===== src/rtl/sobel_pkg.sv =====
// rtl/sobel_pkg.sv - shared types, kernel weights and width helper for the Sobel filter
package sobel_pkg;

  typedef enum logic [1:0] {
    MAG_L1  = 2'd0,
    MAG_GX  = 2'd1,
    MAG_GY  = 2'd2,
    MAG_MAX = 2'd3
  } mode_e;

  typedef enum logic [1:0] {
    IDLE   = 2'd0,
    ACTIVE = 2'd1,
    DONE   = 2'd2
  } state_e;

  localparam int K_SIDE   = 1;
  localparam int K_CENTRE = 2;

  // Gradient sums of 4*(2^P-1) on each side need two extra magnitude bits plus sign.
  function automatic int grad_w(input int pxl_w);
    return pxl_w + 3;
  endfunction

endpackage


===== src/rtl/sobel_line_buffer.sv =====
// rtl/sobel_line_buffer.sv - one-line circular pixel store, read-before-write by column
module sobel_line_buffer #(
  parameter int DEPTH = 5,
  parameter int W     = 8,
  parameter int AW    = 3
) (
  input  logic          clk_i,
  input  logic          en_i,
  input  logic [AW-1:0] addr_i,
  input  logic [W-1:0]  data_i,
  output logic [W-1:0]  data_o
);

  logic [W-1:0] mem_q [DEPTH];

  assign data_o = mem_q[addr_i];

  always_ff @(posedge clk_i) begin
    if (en_i) begin
      mem_q[addr_i] <= data_i;
    end
  end

endmodule


===== src/rtl/sobel_conv_stream.sv =====
// rtl/sobel_conv_stream.sv - streaming 3x3 Sobel filter with frame sync, mode select and saturation
module sobel_conv_stream
  import sobel_pkg::*;
#(
  parameter int PXL_W = 8,
  parameter int IMG_W = 5,
  parameter int IMG_H = 5,
  parameter int OUT_W = 16
) (
  input  logic                    clk,
  input  logic                    reset,
  input  logic [PXL_W-1:0]        pxl_in,
  input  logic                    pxl_in_valid,
  input  logic                    sof_in,
  input  logic [1:0]              mode,
  output logic [OUT_W-1:0]        pxl_out,
  output logic signed [PXL_W+2:0] gx_out,
  output logic signed [PXL_W+2:0] gy_out,
  output logic                    valid,
  output logic                    eof_out,
  output logic                    busy
);

  localparam int GW = grad_w(PXL_W);
  localparam int CW = $clog2(IMG_W);
  localparam int RW = $clog2(IMG_H);
  localparam int MW = (GW > OUT_W) ? GW : OUT_W;
  localparam logic [MW-1:0] SAT_MAX = MW'({OUT_W{1'b1}});

  state_e state_q, state_d;
  mode_e  mode_q, mode_d, cur_mode, win_mode_q;
  logic [CW-1:0] col_q, col_d, cur_col;
  logic [RW-1:0] row_q, row_d, cur_row;
  logic take, last_col, last_pix, complete;

  logic [PXL_W-1:0] lb0_out, lb1_out;
  logic [PXL_W-1:0] win_q [3][3];
  logic             win_v_q, win_eof_q;

  logic [GW-1:0]        right_c, left_c, bot_c, top_c, ax_c, ay_c, mag_c;
  logic signed [GW-1:0] gx_c, gy_c;
  logic [MW-1:0]        mag_ext;
  logic [OUT_W-1:0]     mag_sat;

  logic                 s1_v_q, s1_eof_q;
  logic signed [GW-1:0] s1_gx_q, s1_gy_q;
  logic [OUT_W-1:0]     s1_mag_q;

  // An accepted sof forces this pixel to (0,0) regardless of where the counters are.
  always_comb begin
    take     = pxl_in_valid && (sof_in || (state_q == ACTIVE));
    cur_col  = sof_in ? '0 : col_q;
    cur_row  = sof_in ? '0 : row_q;
    cur_mode = sof_in ? mode_e'(mode) : mode_q;
    last_col = (cur_col == CW'(IMG_W - 1));
    last_pix = last_col && (cur_row == RW'(IMG_H - 1));
    complete = take && (cur_row >= RW'(2)) && (cur_col >= CW'(2));
    state_d  = state_q;
    col_d    = col_q;
    row_d    = row_q;
    mode_d   = mode_q;
    if (take) begin
      mode_d = cur_mode;
      if (last_pix) begin
        state_d = DONE;
        col_d   = '0;
        row_d   = '0;
      end else begin
        state_d = ACTIVE;
        col_d   = last_col ? '0 : cur_col + 1'b1;
        row_d   = last_col ? cur_row + 1'b1 : cur_row;
      end
    end
  end

  always_ff @(posedge clk) begin
    if (reset) begin
      state_q <= IDLE;
      col_q   <= '0;
      row_q   <= '0;
      mode_q  <= MAG_L1;
    end else begin
      state_q <= state_d;
      col_q   <= col_d;
      row_q   <= row_d;
      mode_q  <= mode_d;
    end
  end

  assign busy = (state_q == ACTIVE);

  sobel_line_buffer #(.DEPTH(IMG_W), .W(PXL_W), .AW(CW)) u_lb0 (
    .clk_i(clk), .en_i(take), .addr_i(cur_col), .data_i(pxl_in), .data_o(lb0_out)
  );

  sobel_line_buffer #(.DEPTH(IMG_W), .W(PXL_W), .AW(CW)) u_lb1 (
    .clk_i(clk), .en_i(take), .addr_i(cur_col), .data_i(lb0_out), .data_o(lb1_out)
  );

  // Row 0 of the window is the oldest line, column 2 the newest pixel.
  always_ff @(posedge clk) begin
    if (take) begin
      for (int r = 0; r < 3; r++) begin
        win_q[r][0] <= win_q[r][1];
        win_q[r][1] <= win_q[r][2];
      end
      win_q[0][2] <= lb1_out;
      win_q[1][2] <= lb0_out;
      win_q[2][2] <= pxl_in;
    end
  end

  always_comb begin
    right_c = GW'(win_q[0][2]) * GW'(K_SIDE) + GW'(win_q[1][2]) * GW'(K_CENTRE) + GW'(win_q[2][2]) * GW'(K_SIDE);
    left_c  = GW'(win_q[0][0]) * GW'(K_SIDE) + GW'(win_q[1][0]) * GW'(K_CENTRE) + GW'(win_q[2][0]) * GW'(K_SIDE);
    bot_c   = GW'(win_q[2][0]) * GW'(K_SIDE) + GW'(win_q[2][1]) * GW'(K_CENTRE) + GW'(win_q[2][2]) * GW'(K_SIDE);
    top_c   = GW'(win_q[0][0]) * GW'(K_SIDE) + GW'(win_q[0][1]) * GW'(K_CENTRE) + GW'(win_q[0][2]) * GW'(K_SIDE);
    gx_c    = right_c - left_c;
    gy_c    = bot_c - top_c;
    ax_c    = gx_c[GW-1] ? -gx_c : gx_c;
    ay_c    = gy_c[GW-1] ? -gy_c : gy_c;
    case (win_mode_q)
      MAG_GX:  mag_c = ax_c;
      MAG_GY:  mag_c = ay_c;
      MAG_MAX: mag_c = (ax_c > ay_c) ? ax_c : ay_c;
      default: mag_c = ax_c + ay_c;
    endcase
    mag_ext = MW'(mag_c);
    mag_sat = (mag_ext > SAT_MAX) ? {OUT_W{1'b1}} : mag_ext[OUT_W-1:0];
  end

  // Window -> gradient stage -> output stage; data registers hold while their valid is low.
  always_ff @(posedge clk) begin
    if (reset) begin
      win_v_q    <= 1'b0;
      win_eof_q  <= 1'b0;
      win_mode_q <= MAG_L1;
      s1_v_q     <= 1'b0;
      s1_eof_q   <= 1'b0;
      s1_gx_q    <= '0;
      s1_gy_q    <= '0;
      s1_mag_q   <= '0;
      valid      <= 1'b0;
      eof_out    <= 1'b0;
      gx_out     <= '0;
      gy_out     <= '0;
      pxl_out    <= '0;
    end else begin
      win_v_q   <= complete;
      win_eof_q <= complete && last_pix;
      if (take) begin
        win_mode_q <= cur_mode;
      end
      s1_v_q   <= win_v_q;
      s1_eof_q <= win_eof_q;
      if (win_v_q) begin
        s1_gx_q  <= gx_c;
        s1_gy_q  <= gy_c;
        s1_mag_q <= mag_sat;
      end
      valid   <= s1_v_q;
      eof_out <= s1_v_q && s1_eof_q;
      if (s1_v_q) begin
        gx_out  <= s1_gx_q;
        gy_out  <= s1_gy_q;
        pxl_out <= s1_mag_q;
      end
    end
  end

endmodule

===== config.mk =====
export PLATFORM = sky130hd
export DESIGN_NAME = sobel_conv_stream
export DESIGN_NICKNAME = d
export VERILOG_FILES = /design/src/rtl/sobel_pkg.sv /design/src/rtl/sobel_line_buffer.sv /design/src/rtl/sobel_conv_stream.sv
export SDC_FILE = /design/constraint.sdc
export NUM_CORES = 1
export LEC_CHECK = 0
export ABC_AREA = 1
export CAP_MARGIN = 20
export CORE_AREA = 5 5 157 159
export DETAILED_ROUTE_END_ITERATION = 8
export DIE_AREA = 0 0 162 164
export HOLD_SLACK_MARGIN = 0.03
export PLACE_DENSITY_LB_ADDON = 0.3
export SKIP_LAST_GASP = 1
export SYNTH_ARGS = -nofsm -noshare
export SYNTH_HDL_FRONTEND = slang
export SYNTH_SLANG_ARGS = --single-unit
export TNS_END_PERCENT = 10

===== constraint.sdc =====
create_clock -name clk -period 5.2 [get_ports clk]
set_clock_uncertainty 0.05 [all_clocks]
set_input_delay 1.04 -clock clk [delete_from_list [all_inputs] [get_ports clk]]
set_output_delay 1.04 -clock clk [all_outputs]
set_load 0.01 [all_outputs]

==> summary.md <==
| Metric | Value |
|---|---|
| Status | finished with violations |
| Failing checks | negative setup slack |
| Vias post-DR | 9,653 |
| Slowest Stage Delay on Critical Path | 0.56 ns |
| Clock Root Buffer | clkbuf_16 |
| Die area | 26,600 um2 |
| Antenna violations before repair | 0 |
| Critical Path AT | 5.90 ns |
| Cts bufs inserted | 25 |
| Die Width | 162 um |
| Yosys reg bits | 234 |
| Netlist cell types | 48 |
| DRC violations left | 0 |
| Setup crit end kind | flip-flop |
| Final WL | 30,500 um |
| Asr flop ratio synth | 0 |
| Synth Flop Type | edfxtp_1 |
| # clock sinks | 234 |
| Type of origin of the critical path | flip-flop |
| Total Routing Usage GR | 0.229 |
| Worst-path clk slew | 0.06 ns |
| RSZ-0062 raised after global routing | true |
| Final worst path period need | 5.50 ns |
| Site row count | 56 |
| Nets | 1,629 |
| CTS tree | yes |
| FMAX | 182 MHz |
| Yosys warning count | 0 |
| Slew Viols, Final | 0 |
| Final setup violation count | 11 |
| Vias in the first global route | 9,688 |
| IO Port Bufs | 49 |
| Post-synth EDFFs | 152 |
| Clk_lat worst skew | 0.52 ns |
| Setup ws final | -0.302 ns |
| Final core occ | 0.688 |
| Avg Inst Size Synth | 9.72 um2 |
| First-pass GRT wire length | 48,400 um |
| R2r startpoint | win_q[0][51] |
| Post-Place Setup Slack | -0.449 ns |
| CP startpoint | win_q[0][51] |
| Final period util | 1.06 |
| Hold_sp | win_eof_q |
| Io pins | 55 |
| GPL Wtd Cong | 0.965 |
| Post-Syn Area | 12,500 um2 |
| H-tree depth | 1 |
| Seq/Total Area, Yosys | 0.498 |
| Worst Path Required | 5.60 ns |
| Average routed wire per standard cell | 16.9 um |
| DIE HEIGHT | 164 um |
| Syn-to-layout area delta | 27.5% |
| Synth Instances | 1,283 |
| GRT Residual Overflow | 0 |
| ANT cells | 0 |
| Crit-path max FO | 5 |
| Hold Crit Class | flip-flop to flip-flop |
| Slowest cell on crit path | fa_1 |
| Initial Util | 0.539 |
| Crit path kind | flip-flop to flip-flop |
| Drt pass-1 iters | 5 |
| Worst-Margin Slew | 0.993 ns |
| MaxCap Viol Count | 0 |
| Post-route ant nets | 0 |
| Max clock buf depth | 3 |
| DRT iter0 DRCs | 650 |
| Via density | 5.34 |
| Largest net degree at the start of global routing | 46 |
| Final Hold Fails | 0 |
| CORE AREA | 23,100 um2 |
| Max_slew headroom | 0.338 |
| Fin Setup TNS | -2.93 ns |
| Layout cell share with drive strength beyond 1 | 0.233 |
| Detailed Place HPWL | 21,800 um |
layout make-up:
type / count / area (um2)
well taps: 290 / 363
clock buffers: 32 / 673
clock inverters: 12 / 97.6
flip-flops and latches: 234 / 6210
repair buffers: 225 / 1860
fillers: 1682 / 7220
inverters: 264 / 993
multi-input cells: 750 / 5700
routing by layer:
layer,wire [um],vias to the layer above,global-route usage,part of all wire
met4,939,0,0.0673,0.031
met2,15500,290,0.408,0.51
li1,-,4602,-,-
met3,1620,76,0.0284,0.053
met5,0,-,0,0
met1,12500,4685,0.297,0.41
cells in the mapped netlist (8+ instances only):
master,number,area [um2]
a21oi_1,66,330
a221o_1,14,140
clkbuf_1,31,116
dfxtp_1,82,1640
edfxtp_1,152,4560
fa_1,63,1260
ha_1,52,651
inv_1,258,968
nand2_1,168,631
nand3_1,98,490
nand4_1,8,50.1
nor2_1,107,402
nor3_1,11,55.1
o21ai_0,71,355
xor2_1,20,175
registers in the layout (all words and copies together) (netlist names):
register and cells:
col_q 3, eof_out 1, gx_out 11, gy_out 11, pxl_out 11, row_q 3, s1_eof_q 1, s1_gx_q 11
s1_gy_q 11, s1_mag_q 11, s1_v_q 1, state_q 2, u_lb0.mem_q 40, u_lb1.mem_q 40, valid 1, win_eof_q 1
win_mode_q 2, win_q 72, win_v_q 1
stage by stage:
| stage | hold slack (ns) | instance area [um2] | std cells |
|---|---|---|---|
| 2_1_floorplan | 0.338 | 12600 | 1287 |
| 3_3_place_gp | 0.349 | 14400 | 1734 |
| 3_5_place_dp | 0.349 | 14400 | 1735 |
| 4_1_cts | 0.365 | 15500 | 1793 |
| 5_1_grt | 0.372 | 15900 | 1807 |
| 6_report | 0.363 | 15900 | 1807 |
logic make-up after synthesis:
family / count (synthesis) / synth area share
AND/OR/NAND/NOR: 427 / 0.155
buffers and inverters: 304 / 0.0933
flip-flops: 234 / 0.498
AO/OA/AOI/OAI: 180 / 0.0852
adder cells (fa/ha/maj): 115 / 0.153
XOR/XNOR: 22 / 0.0154
other: 1 / 0.000301
worst paths after layout:
| kind | endpoint | slack [ns] | depth (start not counted) |
|---|---|---|---|
| worst max-delay path | s1_mag_q[8] | -0.30 | 31 |
| worst min-delay path | s1_eof_q | 0.36 | 2 |
| worst max register to register | s1_mag_q[8] | -0.30 | 31 |
| worst min register to register | s1_eof_q | 0.36 | 2 |
critical path: cells and delay by family (launching register included):
kind	cells	cell delay (ns)
AOI/OAI and AO/OA	3	0.36
DFF	1	0.43
buffers and inverters	8	0.76
adders and majority gates	5	2.14
and+or+nand+nor	15	1.70
cell usage in the layout (no fill, tap or decap), types with 5 or more instances in the layout:
cell               n
inv_2             30
buf_4            167
nor2_2             5
buf_6              8
nand3b_1           7
nand2_4            8
nand3_2           14
nor2_1           101
a21oi_1           58
clkdlybuf4s50_1   49
edfxtp_1         152
nand2_1          156
a21oi_2            7
o211ai_1           5
dfxtp_1           82
conb_1             5
nand4_1            8
ha_1              34
nor3_1             5
xor2_2             7
clkbuf_16         25
nand3_1           87
xor2_1            12
fa_1              60
o21ai_0           68
inv_1            232
ha_4              15
clkinv_1           5
a221o_1           14
nand2_2           18
what timing repair did:
| action | in CTS | in global routing |
|---|---|---|
| buffers inserted | 13 | 14 |
| resized for setup | 46 | 65 |
| pin swaps | 30 | 55 |
| hold buffers | 0 | 0 |
| endpoints found under the setup margin | 11 | 11 |
| cloned | 1 | 0 |
Power is left out: the tool's default activity adds up to more than one toggle a clock period on the data nets, which glitch-free logic cannot reach.
